===== src/rtl/per_regfile_slave.sv =====
// per_regfile_slave: register-bank slave on the peripheral request/response channel
// Ports:
//   clk_i, rst_ni           clock, asynchronous active-low reset
//   per_slave_req_i/add_i/we_i/wdata_i/be_i   request channel from the bridge
//   per_slave_gnt_o         combinational grant
//   per_slave_r_valid_o/r_opc_o/r_rdata_o     registered response (opc 1 = bad offset)
//   regs_o                  flattened register contents, reg k on [32k+31:32k]
//   wr_pulse_o              one-cycle strobe per register written
module per_regfile_slave #(
  parameter int ADDR_WIDTH = 32,
  parameter int N_REGS     = 8,
  parameter int GNT_WAIT   = 0
) (
  input  logic                   clk_i,
  input  logic                   rst_ni,
  input  logic                   per_slave_req_i,
  input  logic [ADDR_WIDTH-1:0]  per_slave_add_i,
  input  logic                   per_slave_we_i,
  input  logic [31:0]            per_slave_wdata_i,
  input  logic [3:0]             per_slave_be_i,
  output logic                   per_slave_gnt_o,
  output logic                   per_slave_r_valid_o,
  output logic                   per_slave_r_opc_o,
  output logic [31:0]            per_slave_r_rdata_o,
  output logic [32*N_REGS-1:0]   regs_o,
  output logic [N_REGS-1:0]      wr_pulse_o
);
  localparam logic [10:0] NR = 11'(N_REGS);
  typedef enum logic [1:0] {IDLE, WAIT, RESP} state_t;
  state_t r_state, w_state_nxt;
  logic [3:0] r_cnt, w_cnt_nxt;
  logic [N_REGS-1:0] r_pulse, w_hit;
  logic [32*N_REGS-1:0] w_regs;
  logic [9:0] w_idx;
  logic [31:0] w_rd, r_rdata;
  logic w_legal, w_gnt, w_wr, r_valid, r_opc;
  // address bits above 11 are already decoded upstream
  logic w_unused_add;
  assign w_unused_add = ^per_slave_add_i[ADDR_WIDTH-1:12];
  assign w_idx = per_slave_add_i[11:2];
  assign w_legal = per_slave_add_i[1:0] == 2'b00 && {1'b0, w_idx} < NR;
  assign w_wr = w_gnt && per_slave_we_i;
  always_comb begin
    w_state_nxt = r_state;
    w_cnt_nxt = r_cnt;
    w_gnt = 1'b0;
    case (r_state)
      IDLE: if (per_slave_req_i) begin
        if (GNT_WAIT == 0) begin
          w_gnt = 1'b1;
          w_state_nxt = RESP;
        end else begin
          w_cnt_nxt = 4'(GNT_WAIT - 1);
          w_state_nxt = WAIT;
        end
      end
      // a withdrawn request abandons the wait without grant or response
      WAIT: if (!per_slave_req_i) w_state_nxt = IDLE;
            else if (r_cnt == 4'd0) begin
              w_gnt = 1'b1;
              w_state_nxt = RESP;
            end else w_cnt_nxt = r_cnt - 4'd1;
      default: w_state_nxt = IDLE;
    endcase
  end
  always_ff @(posedge clk_i or negedge rst_ni) begin
    if (!rst_ni) begin
      r_state <= IDLE;
      r_cnt <= '0;
      r_valid <= 1'b0;
      r_opc <= 1'b0;
      r_rdata <= '0;
      r_pulse <= '0;
    end else begin
      r_state <= w_state_nxt;
      r_cnt <= w_cnt_nxt;
      r_valid <= w_gnt;
      r_pulse <= w_wr ? w_hit : '0;
      if (w_gnt) begin
        r_opc <= !w_legal;
        r_rdata <= !w_legal ? 32'h0BAD_ACCE : per_slave_we_i ? 32'h0 : w_rd;
      end
    end
  end
  for (genvar k = 0; k < N_REGS; k++) begin : g_reg
    logic [31:0] r_reg;
    assign w_hit[k] = w_legal && w_idx == 10'(k);
    assign w_regs[32*k +: 32] = r_reg;
    always_ff @(posedge clk_i or negedge rst_ni) begin
      if (!rst_ni) r_reg <= '0;
      else if (w_wr && w_hit[k])
        for (int b = 0; b < 4; b++)
          if (per_slave_be_i[b]) r_reg[8*b +: 8] <= per_slave_wdata_i[8*b +: 8];
    end
  end
  // read mux sees the pre-write value, since registers update on the same edge
  always_comb begin
    w_rd = '0;
    for (int i = 0; i < N_REGS; i++) w_rd |= w_hit[i] ? w_regs[32*i +: 32] : 32'h0;
  end
  assign per_slave_gnt_o = w_gnt;
  assign per_slave_r_valid_o = r_valid;
  assign per_slave_r_opc_o = r_opc;
  assign per_slave_r_rdata_o = r_rdata;
  assign regs_o = w_regs;
  assign wr_pulse_o = r_pulse;
endmodule


===== config.mk =====
export PLATFORM = sky130hd
export DESIGN_NAME = per_regfile_slave
export DESIGN_NICKNAME = d
export VERILOG_FILES = /design/src/rtl/per_regfile_slave.sv
export SDC_FILE = /design/constraint.sdc
export NUM_CORES = 1
export LEC_CHECK = 0
export CORE_MARGIN = 2
export CORE_UTILIZATION = 45
export DETAILED_ROUTE_END_ITERATION = 10
export GPL_TIMING_DRIVEN = 0
export PLACE_DENSITY_LB_ADDON = 0.05
export SYNTH_ARGS = -nofsm -noshare
export SYNTH_HDL_FRONTEND = slang
export SYNTH_SLANG_ARGS = --single-unit

===== constraint.sdc =====
create_clock -name clk_i -period 2.5 [get_ports clk_i]
set_input_delay 0.75 -clock clk_i [delete_from_list [all_inputs] [get_ports clk_i]]
set_output_delay 0.75 -clock clk_i [all_outputs]
set_load 0.005 [all_outputs]

==> results of run 1 <==
[Yosys cell counts (all sizes together)]
library cell,count
a211o,2
a21o,3
a21oi,15
a221oi,35
a22o,9
a22oi,4
a31oi,2
a32oi,3
and2,1
and3,1
and4,1
buf,16
clkbuf,29
dfrtp,299
inv,4
mux2,270
mux2i,48
mux4,16
nand2,17
nand2b,6
nand3,3
nand3b,1
nand4,6
nor2,67
nor2b,3
nor3,18
nor4,4
nor4b,1
o211ai,2
o21a,2
o21ai,26
o221ai,14
o22ai,4
o311ai,2
or2,1
or3,2
or4,1
[final cells by class]
type	instances	area, um2	area share, %
tap	384	480	2.48
buffer	41	239	1.23
clock buffer	55	1100	5.69
inverter	4	22.5	0.116
sequential	299	7480	38.6
antenna	4	10.0	0.0516
timing repair buffer	393	4250	21.9
multi-input combinational	590	5780	29.8
clock inverter	4	20.0	0.103
[worst max-delay path: stages]
cell	delay, ps
clkdlybuf4s50_1	520
nor4b_2	520
nand2_1	420
nor2_4	250
buf_12	160
mux2_2	340
[how the worst max path moves through the flow]
stage	start	end	slack, ps	cells past startpoint
after floorplan	per_slave_add_i[9]	g_reg[6].r_reg[0]	-40	5
final	per_slave_add_i[11]	g_reg[5].r_reg[10]	-80	6
after global routing	per_slave_add_i[11]	g_reg[5].r_reg[14]	-90	6
after detailed placement	per_slave_req_i	per_slave_gnt_o	-1390	6
after CTS	per_slave_add_i[9]	g_reg[1].r_reg[29]	7	8
after global placement	rst_ni	g_reg[2].r_reg[6]	-12620	1
[power by group]
group          total (W)  leakage, nW  internal, W  switching (W)
Combinational   0.000621         3.99     0.000184       0.000436
Clock            0.00497        0.559      0.00301        0.00196
Sequential       0.00485         4.08      0.00485     0.00000438
[what timing repair did]
item | in CTS | in global routing
setup buffers | 43 | 1
cloned | 0 | 0
setup endpoints to repair | 296 | 209
pin swaps | 38 | 0
gates resized for setup | 79 | 14
[per-stage QoR]
step / hold slack [ps] / power, W / setup TNS, ps
after floorplan: 454 / 0.00513 / -6110
after global placement: 468 / 0.00551 / -4022700
after detailed placement: 479 / 0.00552 / -259750
after CTS: 380 / 0.0105 / 0
after global routing: 416 / 0.0107 / -6290
final: 336 / 0.0104 / -2870
[layer usage]
| metal | up-vias | track usage, % | routed length [um] |
|---|---|---|---|
| met5 | - | 0 | 0 |
| met4 | 0 | 12.5 | 1930 |
| met3 | 116 | 9.29 | 4940 |
| met2 | 541 | 48.8 | 22400 |
| met1 | 5411 | 42.1 | 19900 |
| li1 | 4382 | - | - |
[kinds of logic after synthesis]
family          Yosys count  share of synthesized area, %
compound gates          123                          6.76
buf+inv                  49                          1.47
flops                   299                          56.5
mux                     334                          29.3
simple gates            133                          5.95
==> impl_metrics.env, run 1 <==
export IMPL_synthToLayoutAreaGrowth_pct=46.5
export IMPL_rr_worst_depth=7
export IMPL_die_w_um=176
export IMPL_relSlewSlack_pct=29.4
export IMPL_rows=62
export IMPL_ios=371
export IMPL_die_area_um2=30800
export IMPL_yosysUniqueCellTypes=44
export IMPL_yosysWarningCount=0
export IMPL_ys_ff_latch=299
export IMPL_r2r_end="per_slave_r_rdata_o[13]"
export IMPL_critical_path_class="in2reg"
export IMPL_nFillCells=2166
export IMPL_dpl_cell_area_um2=17300
export IMPL_drtIter0Drc=898
export IMPL_synth_top_area_cell="dfrtp_1"
export IMPL_maxSlewViolCount=0
export IMPL_synthCells=938
export IMPL_status="finished with violations"
export IMPL_fin_skew_ps=8.93
export IMPL_r2r_slack_ps=410
export IMPL_drc_errors=0
export IMPL_wire_per_inst_um=27.7
export IMPL_dp_hpwl_um=33200
export IMPL_vias=10500
export IMPL_drv_cap=0
export IMPL_required_ps=2890
export IMPL_drive_gt1_share_pct=32.0
export IMPL_synth_nets=1010
export IMPL_fin_crit_ps=2580
export IMPL_fin_cells=1774
export IMPL_dr_pass1_iters=6
export IMPL_cp_end_kind="flip-flop"
export IMPL_hold_buffers=0
export IMPL_final_hold_violation_count=0
export IMPL_die_h_um=176
export IMPL_place_ws_ps=-1390
export IMPL_power_density_nw_per_um2=538
export IMPL_final_cell_area_um2=19400
export IMPL_max_clock_freq_mhz=387
export IMPL_clk_latency_ps=510
export IMPL_grt_usage_pct=31.6
export IMPL_post_place_cells=1671
export IMPL_numCtsBuffers=34
export IMPL_r2r_start="r_state[1]"
export IMPL_min_path_type="in2async"
export IMPL_largest_reg_flops=256
export IMPL_cts_root_buf="clkbuf_16"
export IMPL_synth_area_leaders="dfrtp_1 (57%), mux2_2 (21%), mux2i_1 (3.6%)"
export IMPL_critPathArrivalTime_ps=2970
export IMPL_cts_htree_levels=2
export IMPL_setup_violations=105
export IMPL_synth_top_area_share_pct=56.5
export IMPL_final_common_cell="clkdlybuf4s50_1"
export IMPL_detail_route_wirelength_um=49200
export IMPL_clock_sinks=299
export IMPL_via_per_inst=5.89
export IMPL_setup_ws_ps=-82.6
export IMPL_grt_ovfl_total=0
export IMPL_finalCritPeriodShare_pct=103
export IMPL_routabilityCongestion=0.827
export IMPL_vdd_drop_max_mv=0.471
export IMPL_mostFrequentLayoutCells="clkdlybuf4s50_1 (340), dfrtp_1 (299), mux2_2 (245)"
export IMPL_grt_max_degree=118
export IMPL_cp_max_fo=8
export IMPL_tightestPinTransition_ps=1060
export IMPL_start_util_pct=45.9
export IMPL_port_buffers=347
export IMPL_synth_seq_area_share_pct=56.5
export IMPL_clk_pin_slew_ps=60
export IMPL_total_leakage_power_nw=8.63
export IMPL_syn_cell_area_um2=13200
export IMPL_core_um2=28900
export IMPL_finalNetCount=1435
export IMPL_synth_area_per_cell_um2=14.1
export IMPL_rsz0062_at_grt="true"
export IMPL_drtAntennaViolNets=0
export IMPL_first_global_vias=10600
export IMPL_cts_tree="yes"
export IMPL_cts_buffer_depth=3
export IMPL_violations="setup timing"
export IMPL_start_kind="input port"
export IMPL_grt_pass1_wl_um=71000
export IMPL_fin_util_pct=67.2
export IMPL_antenna_found_initial=4
(Power assumes the default switching activity.)
==> run 2, diff against run 1 <==
- CTS_BUF_LIST: unset -> sky130_fd_sc_hd__clkbuf_8
==> run 2 against run 1 <==
Effect of this change:
- the run still ends with setup timing left
- combinational power hardly changed
- global-route usage is 0.050 points lower
- critical path depth is 1 higher
- sequential share of layout area is 0.15 points higher
- worst hold slack worse by 70 ps
- total power is 5.3% lower
- count of clock-buffer cells in the layout is 14 higher
- flip-flop and latch count stayed put
- sequential power hardly changed
- critical endpoint is now per_slave_r_rdata_o[24]
- largest cell class unchanged
- highest routed layer unchanged
==> impl_metrics.env, run 2 (synthesis results as in run 1) <==
export IMPL_status="finished with violations"
export IMPL_violations="setup timing"
export IMPL_port_buffers=347
export IMPL_setup_ws_ps=-40.9
export IMPL_path_cells="buf_2, nand2b_1, clkbuf_1, clkbuf_1, o221ai_1, nor3_1, nor2_1"
export IMPL_pwr_share_seq_pct=49.1
export IMPL_critPathArrivalTime_ps=3000
export IMPL_start_kind="input port"
export IMPL_grt_max_degree=118
export IMPL_grt_usage_pct=31.5
export IMPL_final_hold_violation_count=0
export IMPL_finalCritPeriodShare_pct=102
export IMPL_power_frac_comb_pct=6.3
export IMPL_drc_errors=0
export IMPL_crit_cells=7
export IMPL_cp_end_kind="flip-flop"
export IMPL_cpMostUsedCell="clkbuf_1"
export IMPL_drv_cap=0
export IMPL_swShare_pct=24.4
export IMPL_drive_gt1_share_pct=32.3
export IMPL_p_int_w=0.00747
export IMPL_power_density_nw_per_um2=512
export IMPL_rr_worst_depth=7
export IMPL_first_global_vias=10600
export IMPL_synthToLayoutAreaGrowth_pct=45.9
export IMPL_p_sw_w=0.00241
export IMPL_rows=62
export IMPL_min_path_type="in2async"
export IMPL_cpMaxStageDelayCell="clkbuf_1"
export IMPL_cts_tree="yes"
export IMPL_wire_per_inst_um=27.4
export IMPL_cts_buffer_depth=3
export IMPL_critical_path_class="in2reg"
export IMPL_cts_htree_levels=2
export IMPL_dr_pass1_iters=6
export IMPL_die_w_um=176
export IMPL_tightestPinTransition_ps=1010
export IMPL_vdd_drop_max_mv=0.348
export IMPL_dpl_cell_area_um2=17300
export IMPL_numCtsBuffers=50
export IMPL_total_leakage_power_nw=8.68
export IMPL_via_per_inst=5.85
export IMPL_drtIter0Drc=849
export IMPL_final_cell_area_um2=19300
export IMPL_required_ps=2960
export IMPL_antenna_found_initial=1
export IMPL_ios=371
export IMPL_dp_hpwl_um=33200
export IMPL_mostFrequentLayoutCells="clkdlybuf4s50_1 (341), dfrtp_1 (299), mux2_2 (245)"
export IMPL_max_clock_freq_mhz=394
export IMPL_grt_pass1_wl_um=70900
export IMPL_p_clk_share_pct=44.6
export IMPL_final_common_cell="clkdlybuf4s50_1"
export IMPL_clock_sinks=299
export IMPL_clk_pin_slew_ps=60
export IMPL_hold_buffers=0
export IMPL_clk_latency_ps=580
export IMPL_p_total_w=0.00988
export IMPL_vias=10500
export IMPL_rsz0062_at_grt="true"
export IMPL_fin_crit_ps=2540
export IMPL_r2r_start="r_state[1]"
export IMPL_setup_violations=90
export IMPL_r2r_slack_ps=350
export IMPL_core_um2=28900
export IMPL_cts_root_buf="clkbuf_8"
export IMPL_drtAntennaViolNets=0
export IMPL_r2r_end="wr_pulse_o[5]"
export IMPL_die_area_um2=30800
export IMPL_relSlewSlack_pct=32.4
export IMPL_die_h_um=176
export IMPL_critical_path_buf_inv_count=3
export IMPL_finalNetCount=1449
export IMPL_grt_ovfl_total=0
export IMPL_cp_max_fo=10
export IMPL_detail_route_wirelength_um=49500
export IMPL_crit_path_max_incr_delay_ps=610
export IMPL_start_util_pct=45.9
export IMPL_cp_top_family="buffers and inverters"
export IMPL_largest_reg_flops=256
export IMPL_maxSlewViolCount=0
export IMPL_routabilityCongestion=0.827
export IMPL_fin_skew_ps=13.6
run 2: cell types whose count changed in the layout (fill, tap and decap cells not counted), sizes merged:
| cell | change |
|---|---|
| buf | -4 |
| inv | +20 |
| dlymetal6s2s | +2 |
| dlygate4sd2 | -2 |
| clkinv | -1 |
| clkdlybuf4s50 | +1 |
| diode | -3 |
| clkbuf | +15 |
run 2: how the worst max path moves through the flow:
| stage | start | to | slack (ps) |
|---|---|---|---|
| after floorplan | per_slave_add_i[9] | g_reg[6].r_reg[0] | -40 |
| after global placement | rst_ni | g_reg[2].r_reg[6] | -12620 |
| after detailed placement | per_slave_req_i | per_slave_gnt_o | -1390 |
| after CTS | per_slave_add_i[1] | wr_pulse_o[5] | -110 |
| after global routing | per_slave_add_i[11] | g_reg[5].r_reg[14] | -60 |
| final | per_slave_add_i[2] | per_slave_r_rdata_o[24] | -40 |
run 2: repair_timing:
item                                    4_1_cts  5_1_grt
buffers inserted                             37        4
endpoints found under the setup margin      296      142
pin swaps                                    36        6
resized for setup                            67       15
run 2: cell type report:
type	instances	area, um2
fillers	2216	9540
flip-flops and latches	299	7480
multi-input cells	590	5780
repair buffers	390	4270
clock buffers	69	950
well taps	384	480
plain buffers	42	243
clock inverters	23	90.1
inverters	4	22.5
diodes	1	2.50
run 2: stage by stage:
step                util (%)  hold slack [ps]  setup TNS [ps]  instances  setup slack [ps]
detailed placement      59.8              479         -259750       1671             -1390
finish                  67.0              267           -1600       1802             -40.9
global placement        59.6              468        -4022700       1669            -12620
CTS                     66.6              294            -360       1798              -113
floorplan                  -              454           -6110        938             -36.6
global route            67.0              338           -3560       1802             -59.6
run 2: power groups by stage:
stage / Combinational, W / Clock (W) / Sequential [W]
after floorplan: 0.000186 / 0 / 0.00494
after global placement: 0.000569 / 0 / 0.00495
after detailed placement: 0.000582 / 0 / 0.00494
after CTS: 0.000606 / 0.00448 / 0.00485
after global routing: 0.000656 / 0.00469 / 0.00485
final: 0.000623 / 0.00441 / 0.00485
run 2: per-layer routing:
layer | global-route usage [%] | routed length (um) | vias to the layer above | share of wire, %
li1 | - | - | 4409 | -
met4 | 12.1 | 1880 | 0 | 3.8
met5 | 0 | 0 | - | 0
met2 | 48.7 | 22500 | 567 | 46
met3 | 9.59 | 4870 | 125 | 9.8
met1 | 42.0 | 20200 | 5443 | 41
==> run 3, diff against run 2 <==
- CTS_CLUSTER_SIZE: unset -> 10
- GPL_ROUTABILITY_DRIVEN: unset -> 0
- SLEW_MARGIN: unset -> 15
==> run 3 against run 2 <==
Effect of this change:
- the run now ends clean
- largest cell class unchanged
- clock skew is 10 ps higher
- count of clock-buffer cells in the layout is 4 lower
- non-clock buffer count is 3 higher
- maximum frequency is 1.9% higher
- combinational power is 0.6% higher
- utilization is 0.10 points higher
- first-iteration DRC count is 16% higher
- routed wire length is 1.3% lower
- sequential power hardly changed
- design area is 0.16% higher
- highest routed layer is now met5
- die area stayed put
- flip-flop and latch count stayed put
==> impl_metrics.env, run 3 (synthesis results as in run 1) <==
export IMPL_grt_usage_pct=31.5
export IMPL_final_cell_area_um2=19400
export IMPL_p_sw_w=0.00243
export IMPL_finalNetCount=1452
export IMPL_required_ps=2930
export IMPL_relSlewSlack_pct=35.2
export IMPL_fin_crit_ps=2490
export IMPL_start_util_pct=45.9
export IMPL_critPathArrivalTime_ps=2920
export IMPL_rr_worst_depth=7
export IMPL_power_frac_comb_pct=6.4
export IMPL_post_place_cells=1672
export IMPL_grt_max_degree=102
export IMPL_min_path_type="in2async"
export IMPL_swShare_pct=24.8
export IMPL_drv_cap=0
export IMPL_via_per_inst=5.78
export IMPL_power_density_nw_per_um2=505
export IMPL_clock_sinks=299
export IMPL_finalCritPeriodShare_pct=99.8
export IMPL_vias=10400
export IMPL_vdd_drop_max_mv=0.371
export IMPL_clk_latency_ps=570
export IMPL_drtIter0Drc=984
export IMPL_numCtsBuffers=50
export IMPL_cts_root_buf="clkbuf_8"
export IMPL_pwr_share_seq_pct=49.6
export IMPL_cts_buffer_depth=3
export IMPL_total_leakage_power_nw=8.70
export IMPL_rsz0062_at_grt="true"
export IMPL_setup_tns_ps=0
export IMPL_wire_per_inst_um=27.1
export IMPL_tightestPinTransition_ps=972
export IMPL_cp_max_fo=8
export IMPL_cts_htree_levels=2
export IMPL_status="completed"
export IMPL_dr_pass1_iters=6
export IMPL_final_hold_violation_count=0
export IMPL_port_buffers=347
export IMPL_die_w_um=176
export IMPL_largest_reg_flops=256
export IMPL_fin_cells=1803
export IMPL_die_h_um=176
export IMPL_ios=371
export IMPL_first_global_vias=10700
export IMPL_start_kind="input port"
export IMPL_antenna_found_initial=1
export IMPL_drtAntennaViolNets=0
export IMPL_fin_skew_ps=23.7
export IMPL_p_total_w=0.00978
export IMPL_r2r_start="r_state[1]"
export IMPL_cts_tree="yes"
export IMPL_grt_ovfl_total=0
export IMPL_r2r_slack_ps=400
export IMPL_p_clk_share_pct=44.0
export IMPL_timing_hold_ws_ps=30.7
export IMPL_synthToLayoutAreaGrowth_pct=46.1
export IMPL_grt_pass1_wl_um=71300
export IMPL_max_clock_freq_mhz=401
export IMPL_critical_path_class="in2reg"
export IMPL_maxSlewViolCount=0
export IMPL_detail_route_wirelength_um=48800
export IMPL_die_area_um2=30800
export IMPL_drive_gt1_share_pct=32.9
export IMPL_final_common_cell="clkdlybuf4s50_1"
export IMPL_cp_end_kind="flip-flop"
export IMPL_clk_pin_slew_ps=60
export IMPL_p_int_w=0.00735
export IMPL_dp_hpwl_um=33300
export IMPL_rows=62
export IMPL_drc_errors=0
export IMPL_dpl_cell_area_um2=17300
export IMPL_mostFrequentLayoutCells="clkdlybuf4s50_1 (342), dfrtp_1 (299), mux2_2 (245)"
export IMPL_core_um2=28900
export IMPL_r2r_end="per_slave_r_rdata_o[13]"
export IMPL_setup_violations=0
==> run 3: power groups by stage <==
stage	registers, W	clock network [W]	logic, W
after floorplan	0.00494	0	0.000186
after global placement	0.00495	0	0.000569
after detailed placement	0.00494	0	0.000588
after CTS	0.00485	0.00434	0.000614
after global routing	0.00485	0.00457	0.000664
final	0.00485	0.00430	0.000627
==> run 3: worst max-delay path by stage <==
stage	start	cells past startpoint	endpoint	slack, ps
CTS	per_slave_add_i[1]	7	wr_pulse_o[5]	-80
detailed placement	per_slave_req_i	6	per_slave_gnt_o	-1390
floorplan	per_slave_add_i[9]	5	g_reg[6].r_reg[0]	-40
finish	per_slave_add_i[7]	8	g_reg[2].r_reg[3]	5
global route	per_slave_add_i[7]	8	g_reg[2].r_reg[3]	-6
global placement	rst_ni	1	g_reg[2].r_reg[6]	-12620
==> run 3: layout make-up <==
class,count,area [um2]
clock buffer,65,895
buffer,42,246
antenna,1,2.50
tap,384,480
fill,2200,9510
sequential,299,7480
inverter,4,22.5
clock inverter,25,101
timing repair buffer,393,4300
multi-input combinational,590,5820
==> run 3: repair_timing <==
item / in CTS / in global routing
hold buffers: 0 / 0
pin swaps: 35 / 3
buffers inserted: 41 / 2
gates resized for setup: 69 / 32
endpoints found under the setup margin: 296 / 277
==> run 3: layer usage <==
layer / global-route usage, % / vias to the layer above / routed length [um]
met5: 0 / - / 13
met4: 9.06 / 2 / 1320
met3: 8.66 / 90 / 4880
met2: 50.5 / 528 / 22700
met1: 42.4 / 5372 / 19900
li1: - / 4432 / -
==> run 3: critical path, stage by stage <==
cell             delay (ps)
clkdlybuf4s50_1         430
or4_4                   560
nor2_8                  230
nand4_4                 140
buf_12                  190
nor2_4                  130
buf_12                  160
mux2_1                  330
==> run 3: stage by stage <==
stage,setup WS (ps),util [%]
5_1_grt,-6.48,67.0
6_report,5.43,67.1
2_1_floorplan,-36.6,-
3_5_place_dp,-1390,59.9
4_1_cts,-77.0,66.8
3_3_place_gp,-12620,59.6
